===== src/rtl/uart_pkg.sv =====
// uart_pkg: shared UART constants and receiver state encoding.
package uart_pkg;
  localparam int CLK_HZ = 12_000_000;
  localparam int BAUD = 9600;
  localparam int DIVISOR = CLK_HZ / BAUD;
  localparam int FRAME_BITS = 8;
  typedef enum logic [2:0] {IDLE, START, DATA, STOP, BREAK} state_t;
endpackage


===== src/rtl/uart_sync.sv =====
// uart_sync: multi-flop synchronizer for an asynchronous line, resets to idle-high.
module uart_sync #(
  parameter int SYNC_LEN = 2
) (
  input  logic clk,
  input  logic nreset,
  input  logic i_d,
  output logic o_q
);
  logic [SYNC_LEN-1:0] r_ff;
  always_ff @(posedge clk)
    r_ff <= !nreset ? '1 : {r_ff[SYNC_LEN-2:0], i_d};
  assign o_q = r_ff[SYNC_LEN-1];
endmodule


===== src/rtl/uart_rx.sv =====
// uart_rx: 8N1 serial receiver sampling each bit at its centre.
module uart_rx
  import uart_pkg::*;
#(
  parameter int DIVISOR  = 1667,
  parameter int SYNC_LEN = 2
) (
  input  logic       clk,
  input  logic       nreset,
  input  logic       rx,
  output logic [7:0] data,
  output logic       valid,
  output logic       frame_err,
  output logic       busy
);
  localparam int CW = $clog2(DIVISOR);
  localparam logic [CW-1:0] HALF = CW'(DIVISOR / 2 - 1);
  localparam logic [CW-1:0] FULL = CW'(DIVISOR - 1);
  logic          w_rx_s;
  logic          w_tick;
  state_t        r_state;
  logic [CW-1:0] r_cnt;
  logic [2:0]    r_idx;
  logic [7:0]    r_sh;
  uart_sync #(.SYNC_LEN(SYNC_LEN)) u_sync (
    .clk   (clk),
    .nreset(nreset),
    .i_d   (rx),
    .o_q   (w_rx_s)
  );
  assign w_tick = r_cnt == '0;
  always_ff @(posedge clk) begin
    if (!nreset) begin
      r_state   <= IDLE;
      r_cnt     <= '0;
      r_idx     <= '0;
      r_sh      <= '0;
      data      <= '0;
      valid     <= 1'b0;
      frame_err <= 1'b0;
      busy      <= 1'b0;
    end else begin
      valid     <= 1'b0;
      frame_err <= 1'b0;
      r_cnt     <= w_tick ? '0 : r_cnt - CW'(1);
      case (r_state)
        IDLE:
          if (!w_rx_s) begin
            r_state <= START;
            r_cnt   <= HALF;
            busy    <= 1'b1;
          end
        START:
          if (w_tick) begin
            if (!w_rx_s) begin
              r_state <= DATA;
              r_cnt   <= FULL;
              r_idx   <= '0;
            end else begin
              r_state <= IDLE;
              busy    <= 1'b0;
            end
          end
        DATA:
          if (w_tick) begin
            r_sh  <= {w_rx_s, r_sh[7:1]};
            r_idx <= r_idx + 3'd1;
            r_cnt <= FULL;
            if (r_idx == 3'd7) r_state <= STOP;
          end
        STOP:
          if (w_tick) begin
            if (w_rx_s) begin
              data    <= r_sh;
              valid   <= 1'b1;
              r_state <= IDLE;
              busy    <= 1'b0;
            end else begin
              frame_err <= 1'b1;
              r_state   <= BREAK;
            end
          end
        BREAK:
          if (w_rx_s) begin
            r_state <= IDLE;
            busy    <= 1'b0;
          end
        default: begin
          r_state <= IDLE;
          busy    <= 1'b0;
        end
      endcase
    end
  end
endmodule


===== config.mk =====
export PLATFORM = sky130hd
export DESIGN_NAME = uart_rx
export DESIGN_NICKNAME = d
export VERILOG_FILES = /design/src/rtl/uart_pkg.sv /design/src/rtl/uart_sync.sv /design/src/rtl/uart_rx.sv
export SDC_FILE = /design/constraint.sdc
export NUM_CORES = 1
export LEC_CHECK = 0
export CORE_ASPECT_RATIO = 2
export CORE_UTILIZATION = 50
export CTS_CLUSTER_DIAMETER = 100
export CTS_CLUSTER_SIZE = 28
export DETAILED_ROUTE_END_ITERATION = 10
export GPL_ROUTABILITY_DRIVEN = 1
export PLACE_DENSITY = 0.75
export SYNTH_ARGS = -nofsm -noshare
export SYNTH_HDL_FRONTEND = slang
export SYNTH_SLANG_ARGS = --single-unit
export TNS_END_PERCENT = 30

===== constraint.sdc =====
create_clock -name clk -period 2.2 [get_ports clk]
set_clock_uncertainty 0.15 [all_clocks]
set_input_delay 0.66 -clock clk [delete_from_list [all_inputs] [get_ports clk]]
set_output_delay 0.66 -clock clk [all_outputs]
set_load 0.02 [all_outputs]

[After elaboration in Yosys (flattened, before gate mapping)]
Index checks and enable logic that the tools add are counted.
Storage, ports and cells
  flip-flop bits (word level): 38
  bits of input ports: 3
Operators by class
  add/subtract/negate cells: 2
  equality and inequality tests: 13
  mux-type cells: 25
  bitwise operators: 1
  reductions and logical operators: 10
Operator list (number)
  2-to-1 mux 11 bit: 5
  case mux 11 bit (3 select lines): 1
  2-to-1 mux 3 bit: 10
  case mux 3 bit (5 select lines): 1
  != test 2 bit (second input constant): 6
  zero test 11 bit: 1
  subtractor 11 x 1 -> 11 bit (second input constant): 1
  AND reduction 3 bit: 3
  == test 3 x 2 -> 1 bit (second input constant): 2
  == test 3 bit (second input constant): 2
  case mux 3 bit (2 select lines): 1
  AND reduction 6 bit: 1
  2-to-1 mux 1 bit: 5
  != test 2 x 1 -> 1 bit (second input constant): 2
  case mux 1 bit (4 select lines): 1
  AND reduction 4 bit: 1
  adder 3 x 1 -> 3 bit (second input constant): 1
  == test 3 x 1 -> 1 bit (second input constant): 1
  zero test 3 bit: 1
  2-to-1 mux 2 bit: 1
  AND reduction 2 bit: 1
  nonzero test 2 bit: 1
  OR reduction 2 bit: 1
  inverter 1 bit: 1

[Longest topological paths before layout]
  depth in word-level cells: 5
  gate-level depth with buffers: 7

[Cells and area by module]
A second synthesis with hierarchy kept.
Unflattened totals
  cells, all modules: 185
  area total of the unflattened synthesis: 1642.8 um^2
Modules (own cells, without submodules)
  uart_rx: instances 1, cells an instance 181, area each 1590.3 um^2, sequential area each 720.7 um^2
  uart_sync: instances 1, cells an instance 4, area each 52.6 um^2, sequential area each 40.0 um^2

[Worst setup path after synthesis]
Ideal clock, no wire load.
  kind: register to register
  start: register r_cnt[0]
  end: register r_sh[0]
  arrival: 1449 ps
  required time: 1922 ps
  slack: 474 ps
  stages on the path, launching flop included: 7
  buffers on the path: 0
  cell sequence: dfxtp_1 inv_1 ha_1 nor4b_4 nand4_2 mux2i_1 nor2_1
On the way
  longest elaborated chain between the ends: 2
RTL lines
  start, declared: RTL line uart_rx.sv:22  | logic [CW-1:0] r_cnt;
  start signal, assigned: RTL line uart_rx.sv:45  | r_cnt <= w_tick ? '0 : r_cnt - CW'(1);
  zero test 11 bit: RTL line uart_rx.sv:31  | assign w_tick = r_cnt == '0;
  AND reduction 2 bit (no source line)
  end signal, assigned: RTL line uart_rx.sv:66  | r_sh <= {w_rx_s, r_sh[7:1]};
  end, declared: RTL line uart_rx.sv:24  | logic [7:0] r_sh;
No other way between the ends.
A chain may end at the register's enable or synchronous reset.

[Worst setup path in the final report]
  start: register data[7]
  end: output data[7]
RTL lines
  start, declared: RTL line uart_rx.sv:11  | output logic [7:0] data,
  start signal, assigned: RTL line uart_rx.sv:74  | data <= r_sh;
No word-level cell between the ends.

==> results.py <==
metrics = {
    "status": {
        "status": "finished, final reports clean",
    },
    "synth": {
        "ys_seq_area_share_pct": 43.3,
        "yosysWarnings": 0,
        "synth-compound-area-share_pct": 11.3,
        "syn-cell-area_um2": 1760,
        "synth_top_area_share_pct": 43.3,
        "async_reset_ff_share_pct": 0,
        "synth.area.mux_share_pct": 10.3,
        "yosysTopAreaCell": "dfxtp_1",
        "synth-seq-cells": 38,
        "synth_fa_ha_area_share_pct": 2.85,
        "synth_edf_count": 0,
        "synth_top_family_by_area": "simple AND/OR/NAND/NOR gates",
        "postSynthCellCount": 178,
        "synthFlopType": "dfxtp_1",
        "synthSimpleGateAreaFrac_pct": 24.2,
        "synth_xor_area_share_pct": 2.49,
        "synth.avg_cell_area_um2": 9.87,
        "synth.distinct_cells": 50,
        "syn-num-nets": 185,
        "synthTopCellsByArea": "dfxtp_1, mux2i_1, nor2_1, ha_1, nand2_1",
    },
    "cells_and_area": {
        "nets": 197,
        "multi_input_area_um2": 898,
        "diodes": 0,
        "layout_commonest_cell": "dfxtp_1",
        "area_delta_synth_final_pct": 12.3,
        "final_area_um2": 1970,
        "n_fill_cell": 296,
        "drive_above_1_share_pct": 13.1,
        "final_cell_mix": "dfxtp_1, nor2_1, mux2i_1",
        "regArea_um2": 761,
    },
    "die": {
        "dieArea_um2": 3770,
        "rows": 30,
        "core_region_area_um2": 3380,
        "initial_core_util_pct": 52.0,
        "die_y_um": 85.8,
        "io_pins": 14,
        "fp.dieW_um": 43.9,
    },
    "drt": {
        "drt_iter0_markers": 20,
        "firstDrtPassIters": 6,
        "drc": 0,
        "vias": 1286,
        "finalWirelength_um": 3240,
        "postRouteAntennaNets": 0,
        "post_drt_wl_per_cell_um": 14.5,
        "vias_per_cell": 5.77,
    },
    "global_route": {
        "grt_overflow": 0,
        "track_usage_pct": 20.1,
        "grt_pass1_vias": 1263,
        "grt_pass1_wl_um": 5550,
        "grt_max_degree": 22,
        "antenna_found_initial": 0,
    },
    "critical_path": {
        "reg2reg_slack_ps": 160,
        "critPathMaxFanout": 2,
        "critical_path_required_ps": 1390,
        "cp.arrival_ps": 1250,
        "critPathSlowestCell": "clkdlybuf4s50_1",
        "crit_family": "buffers and inverters",
        "path_cells": "clkdlybuf4s50_1",
        "startpoint_type": "flop",
        "crit_path_end_kind": "primary output",
        "crit_type": "reg2out",
        "cp_num_buf_inv": 1,
        "slowest_delay_ps": 610,
    },
    "cts": {
        "clock-sinks": 38,
        "numCtsBuffers": 5,
        "cts_root_buf": "clkbuf_8",
        "cts_tree": "yes",
        "postCtsResizedCells": 0,
        "cts_setup_buffers": 0,
        "clk_pin_slew_ps": 70,
        "htreeDepth": 2,
        "insertion_delay_ps": 290,
        "cts_hold_repair.buffers": 0,
        "clock_path_buffers": 2,
    },
    "timing": {
        "grt_setup_unrepaired": "false",
        "hold_viol": 0,
        "fin_crit_ps": 2060,
        "fmax_mhz": 485,
        "finalSetupViolations": 0,
        "setup-tns-final_ps": 0,
        "period_share_pct": 93.7,
        "hold_slack_ps": 263,
        "slew_viol_final": 0,
        "worst_pin_slew_ps": 585,
        "relSlewSlack_pct": 61.0,
    },
    "run": {
        "max_cap_viol_count": 0,
    },
    "placed_design": {
        "dp_hpwl_um": 2440,
        "gp_congestion": 0.893,
        "placed_area_um2": 1860,
        "port_buffers": 13,
    },
    "pwr": {
        "switching_share_pct": 33.3,
        "seq_power_share_pct": 41.5,
        "vdd_drop_max_mv": 0.720,
        "combPwrFrac_pct": 31.0,
        "p_int_mw": 1.39,
        "p_per_area_nw_per_um2": 1060,
        "p_leak_nw": 0.874,
        "p_sw_uw": 694,
        "power_frac_clock_pct": 27.5,
    },
    "worst_hold_path": {
        "hold_path.class": "reg2reg",
    },
}
-- kinds of logic (layout without fill, tap and decap cells) --
kind of cell               after synthesis  in the layout
muxes                                   18             18
AOI/OAI and AO/OA                       27             27
buffers and inverters                   15             28
xor gates and xnor gates                 5              5
DFF                                     38             38
and+or+nand+nor                         71             71
adders and majority gates                4              4
-- power by group through the flow --
stage / sequential (mW) / combinational, mW / clock (mW)
floorplan: 0.855 / 0.559 / 0
global placement: 0.872 / 0.620 / 0
detailed placement: 0.877 / 0.644 / 0
CTS: 0.863 / 0.648 / 0.587
global route: 0.877 / 0.706 / 0.616
finish: 0.865 / 0.646 / 0.573
-- metal layers --
layer,GRT usage (%),vias to the layer above,part of all wire (%)
met4,10.7,0,2.5
met3,5.68,6,2.2
met5,0,-,0
met2,36.8,17,58
met1,19.0,612,37
li1,-,651,-
-- synthesized netlist by cell type, types with 2 or more instances --
master	number
nand2b_1	4
xor2_1	2
nand2_1	7
ha_1	4
a21boi_0	3
a21oi_1	4
inv_1	5
a31oi_1	3
clkbuf_1	4
nor3_1	4
o21a_1	3
nor2b_1	2
and3_2	2
a311oi_1	2
nand3_1	4
mux2i_1	18
buf_6	2
nand4b_1	2
dfxtp_1	38
o31ai_1	2
o21ai_0	3
nor2_1	28
or3_1	2
a21oi_2	2
xnor2_1	3
-- flip-flops by register name, summed over array words and instances (netlist names) --
name         count
r_cnt           11
busy             1
r_idx            3
r_state          3
u_sync.r_ff      2
valid            1
r_sh             8
data             8
frame_err        1
-- final cells by class --
cell class              count  area share, %
clock buffers               5           3.49
inverters                   5          0.952
well taps                  32           2.03
flip-flops and latches     38           38.6
repair buffers             15           7.36
multi-input cells         125           45.6
clock inverters             3           2.03
-- stage by stage --
| step | std cells | total power, mW | worst slack, ps | utilization, % |
|---|---|---|---|---|
| 6_report | 223 | 2.08 | 139 | 58.4 |
| 5_1_grt | 223 | 2.20 | 21.0 | 58.4 |
| 4_1_cts | 223 | 2.10 | 125 | 58.4 |
| 3_5_place_dp | 215 | 1.52 | 164 | 55.1 |
| 3_3_place_gp | 215 | 1.49 | 238 | 55.1 |
| 2_1_floorplan | 178 | 1.41 | 474 | - |
-- final timing paths --
| kind | from | to | cells after the start |
|---|---|---|---|
| worst max-delay path | data[7]$_SDFFE_PN0P_ | data[7] | 1 |
| worst max register to register | r_cnt[0]$_SDFF_PN0_ | r_sh[2]$_SDFFE_PN0P_ | 6 |
| worst min register to register | u_sync.r_ff[0]$_SDFF_PN1_ | u_sync.r_ff[1]$_SDFF_PN1_ | 1 |
| worst min-delay path | u_sync.r_ff[0]$_SDFF_PN1_ | u_sync.r_ff[1]$_SDFF_PN1_ | 1 |
Power figures use the tool's default switching activity.
